<file path="src/rtl/stopwatch_pkg.sv">
// Shared types and constants for the stopwatch control block.
package stopwatch_pkg;

    // Run/pause/done state machine encoding.
    typedef enum logic [1:0] {
        ST_IDLE  = 2'd0,
        ST_RUN   = 2'd1,
        ST_PAUSE = 2'd2,
        ST_DONE  = 2'd3
    } state_t;

    // Default pacing: one count tick per second at 50 MHz.
    localparam int DEF_TICK_DIV = 50000000;
    // Default minute value at which counting stops on its own.
    localparam int DEF_MAX_MIN  = 59;
    // Width of the seconds/minutes display fields.
    localparam int DISP_W       = 8;

    // Button index within the edge-detector bank.
    localparam int BTN_SS  = 0;
    localparam int BTN_LAP = 1;
    localparam int BTN_CLR = 2;
    localparam int BTN_N   = 3;

    // A clear press is only honoured when the counter is not running.
    function automatic logic clr_allowed(input state_t s);
        return (s != ST_RUN);
    endfunction

endpackage

</file>
<file path="src/rtl/stopwatch_ctrl_btn_edge.sv">
// Single-bit rising-edge detector for a pre-debounced button level.
// The history register resets to 1 so a button held through reset
// never produces a press when reset releases.
module btn_edge (
    input  logic clk,
    input  logic rst,
    input  logic i_btn,
    output logic o_press
);

    logic r_hist;

    // Track the previous button level; reset as "already pressed".
    always_ff @(posedge clk) begin
        if (rst) begin
            r_hist <= 1'b1;
        end else begin
            r_hist <= i_btn;
        end
    end

    assign o_press = i_btn & ~r_hist;

endmodule

</file>
<file path="src/rtl/stopwatch_ctrl.sv">
// Stopwatch control: turns start/stop, lap and clear buttons into the
// counter's count-enable and clear strobes, paces counting with a
// prescaler, and holds a frozen lap value for the display.
module stopwatch_ctrl
    import stopwatch_pkg::*;
#(
    parameter int TICK_DIV = DEF_TICK_DIV,
    parameter int DIV_W    = 26,
    parameter int MAX_MIN  = DEF_MAX_MIN
) (
    input  logic              clk,
    input  logic              rst,
    input  logic              btn_ss,
    input  logic              btn_lap,
    input  logic              btn_clr,
    input  logic [DISP_W-1:0] sec_in,
    input  logic [DISP_W-1:0] min_in,
    output logic              cnt_en,
    output logic              cnt_clr,
    output logic [DISP_W-1:0] disp_sec,
    output logic [DISP_W-1:0] disp_min,
    output logic              lap_active,
    output logic              running,
    output logic              done
);

    // Last prescaler value before wrap, and the auto-stop minute value,
    // sized to the signals they are compared against.
    localparam logic [DIV_W-1:0]  TICK_LAST = DIV_W'(TICK_DIV - 1);
    localparam logic [DISP_W-1:0] MIN_LIMIT = DISP_W'(MAX_MIN);

    // ---------------------------------------------------------------
    // Button edge detection
    // ---------------------------------------------------------------
    logic [BTN_N-1:0] w_btn_vec;
    logic [BTN_N-1:0] w_press_vec;
    logic             w_press_ss;
    logic             w_press_lap;
    logic             w_press_clr;

    assign w_btn_vec[BTN_SS]  = btn_ss;
    assign w_btn_vec[BTN_LAP] = btn_lap;
    assign w_btn_vec[BTN_CLR] = btn_clr;

    for (genvar gi = 0; gi < BTN_N; gi++) begin : g_btn
        btn_edge u_edge (
            .clk     (clk),
            .rst     (rst),
            .i_btn   (w_btn_vec[gi]),
            .o_press (w_press_vec[gi])
        );
    end

    assign w_press_ss  = w_press_vec[BTN_SS];
    assign w_press_lap = w_press_vec[BTN_LAP];
    assign w_press_clr = w_press_vec[BTN_CLR];

    // ---------------------------------------------------------------
    // Registers
    // ---------------------------------------------------------------
    state_t             r_state;
    logic [DIV_W-1:0]   r_div_cnt;
    logic               r_cnt_en;
    logic               r_cnt_clr;
    logic               r_lap_active;
    logic [DISP_W-1:0]  r_hold_sec;
    logic [DISP_W-1:0]  r_hold_min;

    // ---------------------------------------------------------------
    // Combinational decode
    // ---------------------------------------------------------------
    state_t w_state_next;
    logic   w_clr_accept;
    logic   w_tick;
    logic   w_lap_next;
    logic   w_lap_capture;

    // A tick is the last cycle of a prescaler period while running. It is
    // raised even in a cycle where the state is about to leave RUN, so
    // the completed period is still counted.
    assign w_tick = (r_state == ST_RUN) && (r_div_cnt == TICK_LAST);

    // Next-state selection and clear acceptance.
    always_comb begin
        w_state_next = r_state;
        w_clr_accept = 1'b0;
        case (r_state)
            ST_IDLE: begin
                // Clear takes precedence over start when both are pressed
                // together, matching the PAUSE-state ordering.
                if (w_press_clr) begin
                    w_clr_accept = 1'b1;
                end else if (w_press_ss) begin
                    w_state_next = ST_RUN;
                end
            end
            ST_RUN: begin
                // Reaching the minute limit beats a simultaneous pause.
                if (min_in >= MIN_LIMIT) begin
                    w_state_next = ST_DONE;
                end else if (w_press_ss) begin
                    w_state_next = ST_PAUSE;
                end
            end
            ST_PAUSE: begin
                if (w_press_clr) begin
                    w_clr_accept = 1'b1;
                    w_state_next = ST_IDLE;
                end else if (w_press_ss) begin
                    w_state_next = ST_RUN;
                end
            end
            ST_DONE: begin
                if (w_press_clr) begin
                    w_clr_accept = 1'b1;
                    w_state_next = ST_IDLE;
                end
            end
            default: begin
                w_state_next = ST_IDLE;
            end
        endcase
        // Guard against any future edit letting a clear through in RUN.
        if (!clr_allowed(r_state)) begin
            w_clr_accept = 1'b0;
        end
    end

    // Lap toggle/clear decision and hold-register capture enable.
    always_comb begin
        w_lap_next    = r_lap_active;
        w_lap_capture = 1'b0;
        if (w_clr_accept) begin
            // An accepted clear always unfreezes the display, even when a
            // lap press lands in the same cycle.
            w_lap_next = 1'b0;
        end else if (w_press_lap) begin
            case (r_state)
                ST_RUN, ST_PAUSE: begin
                    w_lap_next    = ~r_lap_active;
                    w_lap_capture = ~r_lap_active;
                end
                ST_DONE: begin
                    w_lap_next = 1'b0;
                end
                default: begin
                    w_lap_next = r_lap_active;
                end
            endcase
        end
    end

    // ---------------------------------------------------------------
    // Sequential logic
    // ---------------------------------------------------------------

    // State register.
    always_ff @(posedge clk) begin
        if (rst) begin
            r_state <= ST_IDLE;
        end else begin
            r_state <= w_state_next;
        end
    end

    // Prescaler: advances only in RUN and holds otherwise, so a pause
    // resumes mid-period; a clear restarts the period.
    always_ff @(posedge clk) begin
        if (rst) begin
            r_div_cnt <= '0;
        end else if (w_clr_accept) begin
            r_div_cnt <= '0;
        end else if (r_state == ST_RUN) begin
            if (r_div_cnt == TICK_LAST) begin
                r_div_cnt <= '0;
            end else begin
                r_div_cnt <= r_div_cnt + 1'b1;
            end
        end
    end

    // Counter strobes: registered tick and clear pulse. Clear is held
    // high throughout reset so the counter starts from zero.
    always_ff @(posedge clk) begin
        if (rst) begin
            r_cnt_en  <= 1'b0;
            r_cnt_clr <= 1'b1;
        end else begin
            r_cnt_en  <= w_tick;
            r_cnt_clr <= w_clr_accept;
        end
    end

    // Lap flag and hold registers; the live value is captured on the
    // same edge that freezes the display.
    always_ff @(posedge clk) begin
        if (rst) begin
            r_lap_active <= 1'b0;
            r_hold_sec   <= '0;
            r_hold_min   <= '0;
        end else begin
            r_lap_active <= w_lap_next;
            if (w_lap_capture) begin
                r_hold_sec <= sec_in;
                r_hold_min <= min_in;
            end
        end
    end

    // ---------------------------------------------------------------
    // Outputs
    // ---------------------------------------------------------------
    assign cnt_en     = r_cnt_en;
    assign cnt_clr    = r_cnt_clr;
    assign lap_active = r_lap_active;
    assign running    = (r_state == ST_RUN);
    assign done       = (r_state == ST_DONE);
    assign disp_sec   = r_lap_active ? r_hold_sec : sec_in;
    assign disp_min   = r_lap_active ? r_hold_min : min_in;

endmodule
</file>
<file path="config.mk">
export PLATFORM = sky130hd
export DESIGN_NAME = stopwatch_ctrl
export DESIGN_NICKNAME = d
export VERILOG_FILES = /design/src/rtl/stopwatch_pkg.sv /design/src/rtl/stopwatch_ctrl_btn_edge.sv /design/src/rtl/stopwatch_ctrl.sv
export SDC_FILE = /design/constraint.sdc
export NUM_CORES = 1
export LEC_CHECK = 0
export ABC_CLOCK_PERIOD_IN_PS = 4070
export BUFFER_PORTS_ARGS = -buffer_cell sky130_fd_sc_hd__buf_2
export CORE_MARGIN = 2
export CORE_UTILIZATION = 55
export CTS_BUF_LIST = sky130_fd_sc_hd__clkbuf_8
export DETAILED_ROUTE_END_ITERATION = 6
export PLACE_DENSITY = 0.86
export SETUP_SLACK_MARGIN = 0.15
export SLEW_MARGIN = 30
export SYNTH_ARGS = -nofsm -noshare
export SYNTH_HDL_FRONTEND = slang
export SYNTH_HIERARCHICAL = 1
export SYNTH_SLANG_ARGS = --single-unit
</file>
<file path="constraint.sdc">
create_clock -name clk -period 4.07 [get_ports clk]
set_input_delay 0.814 -clock clk [delete_from_list [all_inputs] [get_ports clk]]
set_output_delay 0.814 -clock clk [all_outputs]
set_load 0.02 [all_outputs]
</file>
==> metrics.yaml <==
outcome:
  outcome: "finished clean"
clock_network:
  clock_sinks: 50
  cts_resized: 0
  h-tree-depth: 2
  root_buffer: "clkbuf_8"
  cts_tree: "yes"
  post-cts-setup-buffers: 0
  clk_latency_ps: 300
  path_clk_slew_ps: 90
  cts_buffers: 5
  cts_buffer_depth: 2
  cts_hold_buf: 0
detailed_routing:
  vias: 2054
  antenna_left: 0
  drtPass1Iterations: 4
  totalWireLength_mm: 4.966
  routed_via_density: 5.819
  drc: 0
  drt_iter0_markers: 168
  wl_per_cell_um: 14.07
floorplan:
  io-pin-count: 42
  dieArea_um2: 5122
  die_x_um: 71.57
  rows: 24
  design.core.area_um2: 4384
  die_h_um: 71.57
  start_util_pct: 57.28
placed_design:
  hpwl_mm: 3.456
  dpl.cell_count: 344
  io_buffers: 41
  gp_congestion: 0.8933
worst_setup_path:
  worstPathRequired_ps: 3260
  critical_path_class: "register to output port"
  max_stage_delay_ps: 880
  crit_slowest_cell: "dfxtp_1"
  crit_chain: "mux2_2, buf_2"
  path_buf_inv: 1
  start_kind: "register"
  r2r-end: "r_div_cnt[16]"
  rr_startpoint: "r_state[1]"
  path_delay_family: "flip-flops"
  reg2reg_setup_slack_ps: 1830
  worst_setup_path_end_kind: "output port"
  cp.arrival_ps: 1770
  rr_worst_depth: 7
  path_max_fanout: 20
power:
  total_power_mw: 0.8578
  p_leak_nw: 1.039
  power_density_nw_per_um2: 308.8
  irDropWorstVdd_v: 0.0002314
final_layout:
  nFillCells: 371
  nNetsFinal: 326
  syn2layout_area_growth_pct: 10.61
  drive_gt1_share_pct: 25.91
  fin_cells: 353
  antennaDiodeCount: 0
logic_synthesis:
  synth_fa_ha_area_share_pct: 2.491
  synth_xor_area_share_pct: 4.185
  synth_fp_nets: 289
  netlist_area_um2: 2511
  synthMuxAreaShare_pct: 14.35
  ys_types: 46
  async_reset_ff_share_pct: 0
  yosys.area_share.simple_pct: 24.17
  ys_warn_count: 6
  synth_top_family_by_area: "simple AND/OR/NAND/NOR gates"
  ys_seq_area_share_pct: 39.86
  yosysMostFrequentCell: "dfxtp_1"
  postSynthCellCount: 263
  synth_edf_count: 0
  avgSynthCellArea_um2: 9.548
  ys.flop_type: "dfxtp_1"
  synth_top_area_share_pct: 39.86
  synth_compound_area_share_pct: 9.417
  netlist_top_cells_count: "dfxtp_1 (50), nor2_1 (33), mux2i_1 (18)"
  yosys.area.top_type: "dfxtp_1"
  ys_ff_latch: 50
  synth_area_leaders: "dfxtp_1 (40%), mux2i_1 (7.2%), mux2_2 (7.2%), nor2_1 (4.9%), xor2_1 (3.1%)"
global_route:
  grt_pass1_wl_mm: 8.611
  overflow: 0
  antenna_found_initial: 0
  grt_pass1_vias: 1931
  grt_usage_pct: 20.96
  grt_max_degree: 24
timing:
  drv_slew: 0
  min_period_over_period_pct: 63.49
  tightest_slew_ps: 838.5
  skew_ps: 10.96
  relSlewSlack_pct: 44.02
  finalSetupTns_ps: 0
  setup_viol: 0
  timing.fmax_ghz: 0.3870
  rsz0062_at_grt: "no"
  period_needed_ps: 2584
  final-hold-violation-count: 0
min_path:
  holdPathStages: 2
  whs_endpoint: "r_hold_sec[2]"
  hold_class: "register to register"
  hold_start: "r_hold_sec[2]"
flow_run:
  drv_cap: 0
==> per-layer routing <==
metal  wire length (um)  global-route usage, %
met5                  0                      0
met4                 68                  6.918
met3                165                  4.641
met2               2413                  36.01
met1               2318                  26.06
==> worst min-delay path: stages, from the launching register on <==
cell     delay, ps
dfxtp_1        340
mux2i_1         60
nor2_1          70
==> logic make-up (layout without fill, tap and decap cells) <==
group | after synthesis | count (layout)
AOI/OAI and AO/OA | 38 | 38
xor gates and xnor gates | 12 | 12
adders and majority gates | 5 | 5
buffers and inverters | 21 | 59
DFF | 50 | 50
muxes | 34 | 34
and+or+nand+nor | 103 | 103
==> cells in the final DEF, fill, tap and decap left out, types with 2 or more instances in the layout <==
cell type and instances:
o31ai_1 7, dfxtp_1 50, ha_1 5, mux2_2 16, nor2_1 33, o21ai_0 9, or4_1 5, nand3_1 11
nand4_1 7, a21oi_1 13, a21oi_2 3, and4_1 2, nor4_1 2, or3_1 5, clkbuf_8 5, or4_4 3
xor2_1 9, mux2i_1 18, nor2b_1 4, and3_1 5, nor4b_1 2, nand2_1 10, or2_1 3, buf_2 41
xnor2_1 3, inv_1 9
==> sequential cells by signal (all words and copies together), names as in the netlist <==
signal	count
cnt_en	1
cnt_clr	1
r_hold_min	8
lap_active	1
r_hold_sec	8
r_state	2
g_btn.u_edge/r_hist	3
r_div_cnt	26
==> per-stage QoR <==
stage	cell area (um2)	util [%]	hold slack [ps]	worst slack (ps)
finish	2778	63.36	496.7	1486
global route	2778	63.36	527.3	1412
CTS	2766	63.10	500.5	1481
detailed placement	2680	61.13	480.3	1543
global placement	2680	61.13	466.2	1585
floorplan	2511	-	454.4	1659
==> layout make-up <==
cell class / instances / area [um2] / area share [%]
Clock inverter: 3 / 17.52 / 0.6306
Sequential cell: 50 / 1001 / 36.04
Multi-Input combinational cell: 192 / 1371 / 49.37
Inverter: 8 / 30.03 / 1.081
Tap cell: 52 / 65.06 / 2.342
Timing Repair Buffer: 43 / 224.0 / 8.063
Clock buffer: 5 / 68.82 / 2.477
==> how the worst max path moves through the flow <==
stage	start	endpoint	slack (ps)	depth (start not counted)
after floorplan	lap_active	disp_min[0]	1660	3
after global placement	btn_clr	r_hold_min[2]	1580	6
after detailed placement	btn_clr	r_hold_sec[0]	1540	6
after CTS	lap_active	disp_min[7]	1480	2
after global routing	lap_active	disp_sec[1]	1410	2
final	lap_active	disp_min[6]	1490	2
==> where the power goes <==
part	leakage [nW]	switching [mW]	internal, mW
clock network	0.0493	0.162	0.119
logic	0.586	0.0466	0.0325
registers	0.404	0.00357	0.494
Note: power is estimated with default switching activity, not from simulation.
